--- src/rtl/ones_run_generator_if.sv ---
// Request/stream bundle between a burst requester and the ones-run generator.
interface ones_run_generator_if #(
  parameter int unsigned LEN_W = 4,
  parameter int unsigned CNT_W = 8
);
  logic             start;
  logic [LEN_W-1:0] run_len;
  logic             abort;
  logic             ready;
  logic             x;
  logic             x_valid;
  logic             expect_y;
  logic             done;
  logic [CNT_W-1:0] burst_cnt;

  modport master (
    output start, run_len, abort,
    input  ready, x, x_valid, expect_y, done, burst_cnt
  );

  modport slave (
    input  start, run_len, abort,
    output ready, x, x_valid, expect_y, done, burst_cnt
  );
endinterface

--- src/rtl/ones_run_generator.sv ---
// Emits a run of N ones followed by one terminating zero per accepted request,
// plus the reference flag a Mealy zero detector must match.
module ones_run_generator #(
  parameter int unsigned LEN_W = 4,
  parameter int unsigned CNT_W = 8
) (
  input  logic                clk,
  input  logic                reset,
  ones_run_generator_if.slave bus
);

  localparam logic [1:0] IDLE = 2'd0;
  localparam logic [1:0] ONES = 2'd1;
  localparam logic [1:0] ZERO = 2'd2;

  logic [1:0]       state_q,     state_d;
  logic [LEN_W-1:0] remaining_q, remaining_d;
  logic [LEN_W-1:0] emitted_q,   emitted_d;
  logic [CNT_W-1:0] burst_cnt_q, burst_cnt_d;
  logic             ready_q,     ready_d;
  logic             x_q,         x_d;
  logic             x_valid_q,   x_valid_d;
  logic             expect_y_q,  expect_y_d;
  logic             done_q,      done_d;

  // Next-state and counter update
  always_comb begin
    state_d     = state_q;
    remaining_d = remaining_q;
    emitted_d   = emitted_q;
    burst_cnt_d = burst_cnt_q;
    case (state_q)
      IDLE: begin
        if (bus.start) begin
          remaining_d = bus.run_len;
          emitted_d   = '0;
          state_d     = (bus.run_len != '0) ? ONES : ZERO;
        end
      end
      ONES: begin
        remaining_d = remaining_q - LEN_W'(1);
        emitted_d   = emitted_q + LEN_W'(1);
        if (bus.abort || remaining_q == LEN_W'(1)) begin
          state_d = ZERO;
        end
      end
      ZERO: begin
        burst_cnt_d = burst_cnt_q + CNT_W'(1);
        state_d     = IDLE;
      end
      default: state_d = IDLE;
    endcase
  end

  // Outputs are decoded from the next state so they land registered with it
  always_comb begin
    ready_d    = (state_d == IDLE);
    x_d        = (state_d == ONES);
    x_valid_d  = (state_d == ONES) || (state_d == ZERO);
    done_d     = (state_d == ZERO);
    expect_y_d = (state_d == ZERO) && (emitted_d != '0);
  end

  always_ff @(posedge clk) begin
    if (reset) begin
      state_q     <= IDLE;
      remaining_q <= '0;
      emitted_q   <= '0;
      burst_cnt_q <= '0;
      ready_q     <= 1'b1;
      x_q         <= 1'b0;
      x_valid_q   <= 1'b0;
      expect_y_q  <= 1'b0;
      done_q      <= 1'b0;
    end else begin
      state_q     <= state_d;
      remaining_q <= remaining_d;
      emitted_q   <= emitted_d;
      burst_cnt_q <= burst_cnt_d;
      ready_q     <= ready_d;
      x_q         <= x_d;
      x_valid_q   <= x_valid_d;
      expect_y_q  <= expect_y_d;
      done_q      <= done_d;
    end
  end

  assign bus.ready     = ready_q;
  assign bus.x         = x_q;
  assign bus.x_valid   = x_valid_q;
  assign bus.expect_y  = expect_y_q;
  assign bus.done      = done_q;
  assign bus.burst_cnt = burst_cnt_q;

endmodule

--- src/flat_wrapper.sv ---
// flat-port wrapper written by rule: the top's interface ports become plain ports
module ones_run_generator_flat 
#(
  parameter int unsigned LEN_W = 4,
  parameter int unsigned CNT_W = 8
)
  (clk, reset, bus_start, bus_run_len, bus_abort, bus_ready, bus_x, bus_x_valid, bus_expect_y, bus_done, bus_burst_cnt);
  ones_run_generator_if #(.LEN_W(LEN_W), .CNT_W(CNT_W)) bus_i ();
  input  logic clk;
  input  logic reset;
  input wire logic [$bits(bus_i.start)-1:0] bus_start;
  input wire logic [$bits(bus_i.run_len)-1:0] bus_run_len;
  input wire logic [$bits(bus_i.abort)-1:0] bus_abort;
  output wire logic [$bits(bus_i.ready)-1:0] bus_ready;
  output wire logic [$bits(bus_i.x)-1:0] bus_x;
  output wire logic [$bits(bus_i.x_valid)-1:0] bus_x_valid;
  output wire logic [$bits(bus_i.expect_y)-1:0] bus_expect_y;
  output wire logic [$bits(bus_i.done)-1:0] bus_done;
  output wire logic [$bits(bus_i.burst_cnt)-1:0] bus_burst_cnt;
  assign bus_i.start = bus_start;
  assign bus_i.run_len = bus_run_len;
  assign bus_i.abort = bus_abort;
  assign bus_ready = bus_i.ready;
  assign bus_x = bus_i.x;
  assign bus_x_valid = bus_i.x_valid;
  assign bus_expect_y = bus_i.expect_y;
  assign bus_done = bus_i.done;
  assign bus_burst_cnt = bus_i.burst_cnt;
  ones_run_generator #(.LEN_W(LEN_W), .CNT_W(CNT_W)) u_core (.clk(clk), .reset(reset), .bus(bus_i));
endmodule
--- config.mk ---
export PLATFORM = sky130hd
export DESIGN_NAME = ones_run_generator_flat
export DESIGN_NICKNAME = d
export VERILOG_FILES = /design/src/rtl/ones_run_generator_if.sv /design/src/rtl/ones_run_generator.sv /design/src/flat_wrapper.sv
export SDC_FILE = /design/constraint.sdc
export NUM_CORES = 1
export LEC_CHECK = 0
export BUFFER_PORTS_ARGS = -buffer_cell sky130_fd_sc_hd__buf_2
export CELL_PAD_IN_SITES_DETAIL_PLACEMENT = 1
export CELL_PAD_IN_SITES_GLOBAL_PLACEMENT = 2
export CORE_MARGIN = 2
export CORE_UTILIZATION = 34
export CTS_BUF_LIST = sky130_fd_sc_hd__clkbuf_2 sky130_fd_sc_hd__clkbuf_4 sky130_fd_sc_hd__clkbuf_8
export DETAILED_ROUTE_END_ITERATION = 6
export HOLD_SLACK_MARGIN = 0.05
export PLACE_DENSITY_LB_ADDON = 0.1
export SYNTH_ARGS = -nofsm -noshare
export SYNTH_HDL_FRONTEND = slang
export SYNTH_SLANG_ARGS = --single-unit
--- constraint.sdc ---
create_clock -name clk -period 1.8 [get_ports clk]
set_input_delay 0.09 -clock clk [delete_from_list [all_inputs] [get_ports clk]]
set_output_delay 0.09 -clock clk [all_outputs]
set_load 0.02 [all_outputs]
== Word level (Yosys, flattened, before mapping) ==
Index checks and enable logic that the tools add are counted.
Storage, ports and cells
  register bits after elaboration: 23
  latch bits: 0
  RAM bits: 0
  bits in read-only memories: 0
  output and inout bits: 13
  memories kept: 0
Operators by class
  $add $sub $neg: 3
  multipliers: 0
  div/mod/pow operators: 0
  order comparisons: 0
  equal/unequal tests: 6
  shift-type cells: 0
  mux-type cells: 8
  bitwise operators: 0
  reduce and logical (&&, ||, !) cells: 9
Operator list (count)
  case mux 4 bit (2 select lines): 2
  adder 8 x 1 -> 8 bit (second input constant): 1
  2-to-1 mux 4 bit: 2
  nonzero test 4 bit: 2
  2-to-1 mux 2 bit: 3
  adder 4 x 1 -> 4 bit (second input constant): 1
  == test 2 x 1 -> 1 bit (second input constant): 2
  == test 2 bit (second input constant): 2
  == test 4 x 1 -> 1 bit (second input constant): 1
  logical NOT 2 bit: 2
  case mux 2 bit (2 select lines): 1
  subtractor 4 x 1 -> 4 bit (second input constant): 1
  logical OR 1 bit: 2
  != test 2 bit (second input constant): 1
  AND reduction 2 bit: 1
  nonzero test 2 bit: 1
  logical AND 1 bit: 1

== Logic depth before layout (Yosys ltp) ==
Gate-level depths: netlist (run 1).
  depth after elaboration: 6
  gate-level depth with buffers: 8
  depth with buffers taken out: 8

== Worst setup path before layout (run 1) ==
Ideal clock, no wire load.
  kind: register to register
  start: register u_core.state_q[0]
  end: register u_core.ready_q (netlist: u_core.bus.ready)
  setup time: 123 ps
  data arrival time: 1434 ps
  setup slack: 243 ps
  cell stages (with the launch flop): 6
  clock period less this slack: 1557 ps
  cell sequence: dfxtp_1 -> clkbuf_1 -> nor3b_1 -> a22oi_1 -> ha_1 -> or2_2
Between the ends
  longest elaborated chain between the ends: 3
  elaborated cells between the ends (all ways): 6
  classes of those cells: eq/ne: 1; mux: 3; reduce/logical: 2
RTL lines
  start, declared: RTL line ones_run_generator.sv:16  | logic [1:0] state_q, state_d;
  start signal, assigned: RTL line ones_run_generator.sv:76  | state_q <= state_d;
  == test 2 x 1 -> 1 bit (tied with other cells): RTL line ones_run_generator.sv:32  | case (state_q)
  case mux 2 bit (2 select lines) *: RTL line ones_run_generator.sv:32
  logical NOT 2 bit *: RTL line ones_run_generator.sv:57  | ready_d = (state_d == IDLE);
  net u_core.ready_d: RTL line ones_run_generator.sv:20  | logic ready_q, ready_d;
  end signal, assigned: RTL line ones_run_generator.sv:80  | ready_q <= ready_d;
  end, declared: RTL line ones_run_generator.sv:20
Mark *: on every way through the listed nets, which the timed path passes. The rest lies on a longest branch.
A chain may end at the register's enable or synchronous reset.

== Final worst setup path (run 1) ==
  start: register u_core.state_q[1]
  end: register u_core.ready_q (netlist: u_core.bus.ready)
The elaborated chain is that of the path after synthesis.

==> results_dict.tcl, run 1 <==
set metrics [dict create \
    gp_congestion 0.730 \
    cp_slowest_stage_delay_ns 0.46 \
    die_h_um 60.7 \
    path_clk_slew_ns 0.12 \
    status "finished, final reports clean" \
    diodes 0 \
    met2_length_mm 1.19 \
    path_cells "or3b_1 > o22a_1 > ha_1 > or2_2" \
    drc_errors 0 \
    end_kind "register" \
    critPathSlowestCell "or3b_1" \
    critPathBufInv 0 \
    p_int_uw 711 \
    vias 913 \
    ctsLongestPathBuffers 2 \
    fin_setup_tns_ns 0 \
    synth-edff-count 0 \
    io_buffers 20 \
    finalWorstSetupSlack_ns 0.118 \
    seqPwrFrac 0.569 \
    wire_per_inst_um 12.2 \
    hpwl_mm 1.82 \
    ys_async_sr_fraction 0 \
    start_kind "register" \
    clock_skew_ns 0.00111 \
    dr.first_iter.drc_count 21 \
    arrival_ns 1.90 \
    drt_wl_total_mm 2.30 \
    drt-met1-wl_um 990 \
    drive_gt1_frac 0.229 \
    cts_root_buf "clkbuf_4" \
    synth_ff_type "dfxtp_1" \
    crit_required_ns 2.02 \
    dieArea_sq_um 3680 \
    worst_pin_slew_ns 0.449 \
    cts_tree "yes" \
    finalCritPeriodShare 0.934 \
    grt_pass1_vias 912 \
    track_usage 0.149 \
    netSwitchingFraction 0.274 \
    ir_worst_vdd_mv 0.297 \
    pre_cts_slack_ns 0.126 \
    hold_viol_final 0 \
    critPathTopFamily "simple AND/OR/NAND/NOR gates" \
    min_path_type "in2reg" \
    ys_warn_count 0 \
    n_fill_cell 385 \
    final_cell_mix "dfxtp_1, nor2_1, buf_2" \
    grt_antenna_before_repair 0 \
    mostFrequentLayoutCell "dfxtp_1" \
    first_pass_iters 4 \
    combinationalPowerShare 0.170 \
    io_pins 21 \
    leakagePower_uw 0.000575 \
    postCtsSetupBuffers 0 \
    fmax_mhz 595 \
    cts_resized 0 \
    grt_first_pass_wirelength_mm 3.95 \
    ys_seq_area_frac 0.422 \
    vias_per_cell 4.86 \
    worstSetupPathType "reg2reg" \
    power_density_nw_per_um2 761 \
    wl_met3_um 65 \
    fin_crit_ns 1.68 \
    slew_violations 0 \
    cts.sinks 23 \
    initial_utilization 0.358 \
    syn_to_final_growth_pct 17.8 \
    synth_nets 136 \
    nets 160 \
    rsz0062_at_grt "false" \
    coreArea_sq_um 3050 \
    r2r_cells 4 \
    syn-cell-area_sq_um 1090 \
    grt_max_degree 24 \
    insertion_delay_ns 0.32 \
    power.switching_uw 268 \
    cts_made_buffers 3 \
    slew_headroom 0.697 \
    ctsHoldBuffers 0 \
    synth_cell_types 33 \
    synth_seq_cells 23 \
    synthCells 121 \
    clockPowerShare 0.261 \
    final-setup-viol-count 0 \
    path_depth 4 \
    post_synth.cell_area_avg_sq_um 9.03 \
    drt.antenna.violating_nets 0 \
    hold_path_depth 4 \
    cts_htree_levels 1 \
    drv_cap 0 \
    globalRouteOverflowTotal 0 \
    cp_max_fo 11 \
    highest_layer "met4" \
    utilization 0.421 \
    die_width_um 60.7 \
    rows 20 \
]
-- cell type report --
| type | count | area [sq um] | share of cell area |
|---|---|---|---|
| sequential | 23 | 460 | 0.358 |
| tap | 44 | 55.1 | 0.0428 |
| clock buffer | 4 | 30.0 | 0.0233 |
| multi-input combinational | 86 | 584 | 0.454 |
| timing repair buffer | 24 | 130 | 0.101 |
| inverter | 7 | 26.3 | 0.0204 |
-- cells in the mapped netlist (2+ instances only) --
library cell  count  area share
xnor2_1           2       0.016
nor2b_1           3       0.017
dfxtp_1          23        0.42
buf_2             2      0.0092
mux2i_1           2       0.018
a21oi_1           6       0.027
ha_1              7       0.080
xor2_1            6       0.048
and3_1            2       0.011
nand2b_1          2       0.011
nor2_1           20       0.069
a22oi_1           2       0.014
o21ai_0           2      0.0092
inv_1             7       0.024
nand2_1           4       0.014
nor3b_1           4       0.027
nand4_1           5       0.029
clkbuf_1          3       0.010
nor3_1            5       0.023
-- registers in the layout, summed over array words and instances, names as in the netlist --
register              flops
u_core.bus.x_valid        1
u_core.bus.ready          1
u_core.bus.expect_y       1
u_core.remaining_q        4
u_core.emitted_q          4
u_core.bus.done           1
u_core.state_q            2
u_core.bus.x              1
u_core.bus.burst_cnt      8
-- path summary, 6_finish.rpt --
check,startpoint,end,slack [ns]
min reg2reg,u_core.remaining_q[1],u_core.remaining_q[1],0.52
min,bus_run_len[3],u_core.remaining_q[3],0.17
max,u_core.state_q[1],u_core.bus.ready,0.12
max reg2reg,u_core.state_q[1],u_core.bus.ready,0.12
-- kinds of logic after synthesis --
logic type,after synthesis,synth area share
compound gates,17,0.111
xor+xnor,8,0.0641
fa+ha+maj,7,0.0802
flops,23,0.422
simple gates,51,0.247
buf+inv,12,0.0435
mux,3,0.0321
-- power groups by stage --
stage          sequential, uW  clock [uW]  combinational, uW
2_1_floorplan             573           0                106
3_3_place_gp              569           0                165
3_5_place_dp              569           0                171
4_1_cts                   558         269                172
5_1_grt                   561         293                192
6_report                  557         255                167
-- metal layers --
layer  track usage  vias up
met2         0.272       13
met4        0.0839        0
met1         0.160      433
li1              -      461
met3        0.0256        6
met5             0        -
-- worst min-delay path: cells and delay by family --
family          cells  cell delay, ns
simple gates        1            0.07
compound gates      2            0.19
buf+inv             1            0.10
-- through the flow --
stage / power, uW / hold slack (ns) / instance area (sq um) / std cells
floorplan: 678 / 0.162 / 1090 / 121
global placement: 734 / 0.489 / 1260 / 184
detailed placement: 740 / 0.501 / 1260 / 184
CTS: 999 / 0.160 / 1290 / 188
global route: 1050 / 0.178 / 1290 / 188
finish: 979 / 0.165 / 1290 / 188
No activity file was read; power rests on OpenSTA's default activity.
==> run 2, diff against run 1 <==
--- a/config.mk
+++ b/config.mk
@@ -9,7 +9,7 @@
 export CELL_PAD_IN_SITES_DETAIL_PLACEMENT = 1
 export CELL_PAD_IN_SITES_GLOBAL_PLACEMENT = 2
 export CORE_MARGIN = 2
-export CORE_UTILIZATION = 34
+export CORE_UTILIZATION = 30
 export CTS_BUF_LIST = sky130_fd_sc_hd__clkbuf_2 sky130_fd_sc_hd__clkbuf_4 sky130_fd_sc_hd__clkbuf_8
 export DETAILED_ROUTE_END_ITERATION = 6
 export HOLD_SLACK_MARGIN = 0.05
==> constraint.sdc (replaced) <==
create_clock -name clk -period 1.5 [get_ports clk]
set_input_delay 0.075 -clock clk [delete_from_list [all_inputs] [get_ports clk]]
set_output_delay 0.075 -clock clk [all_outputs]
set_load 0.02 [all_outputs]
==> results_dict.tcl, run 2 (synthesis results as in run 1) <==
set metrics [dict create \
    slew_headroom 0.706 \
    hold_viol_final 0 \
    rsz0062_at_grt "true" \
    drt.antenna.violating_nets 0 \
    drive_gt1_frac 0.400 \
    first_pass_iters 4 \
    critPathTopFamily "simple AND/OR/NAND/NOR gates" \
    grt_pass1_vias 961 \
    rows 21 \
    worst_pin_slew_ns 0.441 \
    cts_root_buf "clkbuf_4" \
    drv_cap 0 \
    r2r-end "u_core.bus.expect_y" \
    drc_errors 0 \
    vias 996 \
    insertion_delay_ns 0.33 \
    cts_htree_levels 1 \
    mostFrequentLayoutCell "buf_4" \
    critPathLaunch "u_core.state_q[1]" \
    track_usage 0.144 \
    final-setup-viol-count 2 \
    critPathSlowestCell "or3b_4" \
    cts.sinks 23 \
    io_pins 21 \
    end_kind "register" \
    largest_reg_flops 8 \
    grt_first_pass_wirelength_mm 4.66 \
    die_h_um 64.3 \
    hpwl_mm 2.12 \
    wl_met3_um 77 \
    worstSetupPathType "reg2reg" \
    ctsHoldBuffers 0 \
    path_depth 6 \
    leakagePower_uw 0.000680 \
    drt-met1-wl_mm 1.41 \
    grt_max_degree 24 \
    power.total_uw 1270 \
    crit_end "u_core.bus.expect_y" \
    crit_required_ns 1.75 \
    path_clk_slew_ns 0.14 \
    holdWs_ns 0.134 \
    die_width_um 64.3 \
    arrival_ns 1.77 \
    cp_max_fo 3 \
    r2r_start "u_core.state_q[1]" \
    critPathBufInv 2 \
    ir_worst_vdd_mv 0.359 \
    wire_per_inst_um 13.2 \
    io_buffers 20 \
    dieArea_sq_um 4140 \
    drt_wl_total_mm 2.80 \
    dr.first_iter.drc_count 36 \
    highest_layer "met4" \
    min_path_type "in2reg" \
    fin_crit_ns 1.52 \
    cts_tree "yes" \
    finalWorstSetupSlack_ns -0.0173 \
    gp_congestion 0.760 \
    grt_antenna_before_repair 0 \
    violations "setup timing" \
    cp_slowest_stage_delay_ns 0.40 \
    met2_length_mm 1.28 \
    final_cell_mix "buf_4, nor2_1, buf_2, dfxtp_1, xor2_1" \
    cts_made_buffers 3 \
    finalCritPeriodShare 1.01 \
    r2r_cells 6 \
    nets 181 \
    start_kind "register" \
    ff2ff_setup_slack_ns -0.02 \
    syn_to_final_growth_pct 36.2 \
    coreArea_sq_um 3420 \
    status "complete, but fails checks" \
    slew_violations 0 \
    clock_skew_ns 0.00630 \
    fmax_mhz 659 \
    globalRouteOverflowTotal 0 \
    vias_per_cell 4.72 \
    initial_utilization 0.320 \
    power_density_nw_per_um2 852 \
    pre_cts_slack_ns -0.0748 \
    path_cells "or3b_4 > o22a_1 > inv_1 > ha_2 > inv_2 > a311oi_2" \
    diodes 0 \
    ctsLongestPathBuffers 2 \
]
run 2: cell types whose count changed in the layout (fill, tap and decap cells not counted), sizes merged:
cell	change
clkinv	+1
buf	+21
clkbuf	-1
run 2: worst min-delay path: stages:
cell,delay (ns)
buf_2,0.09
a22o_1,0.13
a22oi_1,0.06
nor2_1,0.07
run 2: final cells by class:
class	count	area (sq um)
inverters	7	26.3
fillers	434	1930
repair buffers	45	288
flip-flops and latches	23	467
multi-input cells	86	622
clock inverters	1	5.00
clock buffers	3	22.5
well taps	46	57.6
run 2: power by group:
| group | switching, uW | internal, uW | total, uW |
|---|---|---|---|
| Sequential | 18.1 | 642 | 660 |
| Combinational | 144 | 153 | 297 |
| Clock | 211 | 100 | 311 |
run 2: per-stage QoR:
step	utilization	area (sq um)	TNS (ns)	instances
6_report	0.436	1490	-0.0224	211
5_1_grt	0.436	1490	-0.518	211
4_1_cts	0.430	1470	-0.0452	209
3_5_place_dp	0.407	1390	-0.243	203
3_3_place_gp	0.407	1390	-0.163	203
2_1_floorplan	-	1100	0	121
run 2: layer usage:
metal / track usage / vias up
met1: 0.200 / 480
li1: - / 499
met4: 0.0319 / 0
met5: 0 / -
met2: 0.225 / 13
met3: 0.0370 / 4
run 2: worst min path at each step:
| stage | to | from | cells after the start |
|---|---|---|---|
| finish | u_core.remaining_q[3] | bus_run_len[3] | 4 |
| global route | u_core.bus.burst_cnt[6] | reset | 2 |
| CTS | u_core.remaining_q[3] | bus_run_len[3] | 4 |
| detailed placement | u_core.remaining_q[3] | bus_run_len[3] | 4 |
| global placement | u_core.remaining_q[3] | bus_run_len[3] | 4 |
| floorplan | u_core.bus.x | reset | 1 |
run 2: repair_timing:
item | 4_1_cts | 5_1_grt
setup buffers | 2 | 2
pin swaps | 1 | 1
resized for setup | 10 | 4
endpoints found under the setup margin | 4 | 9
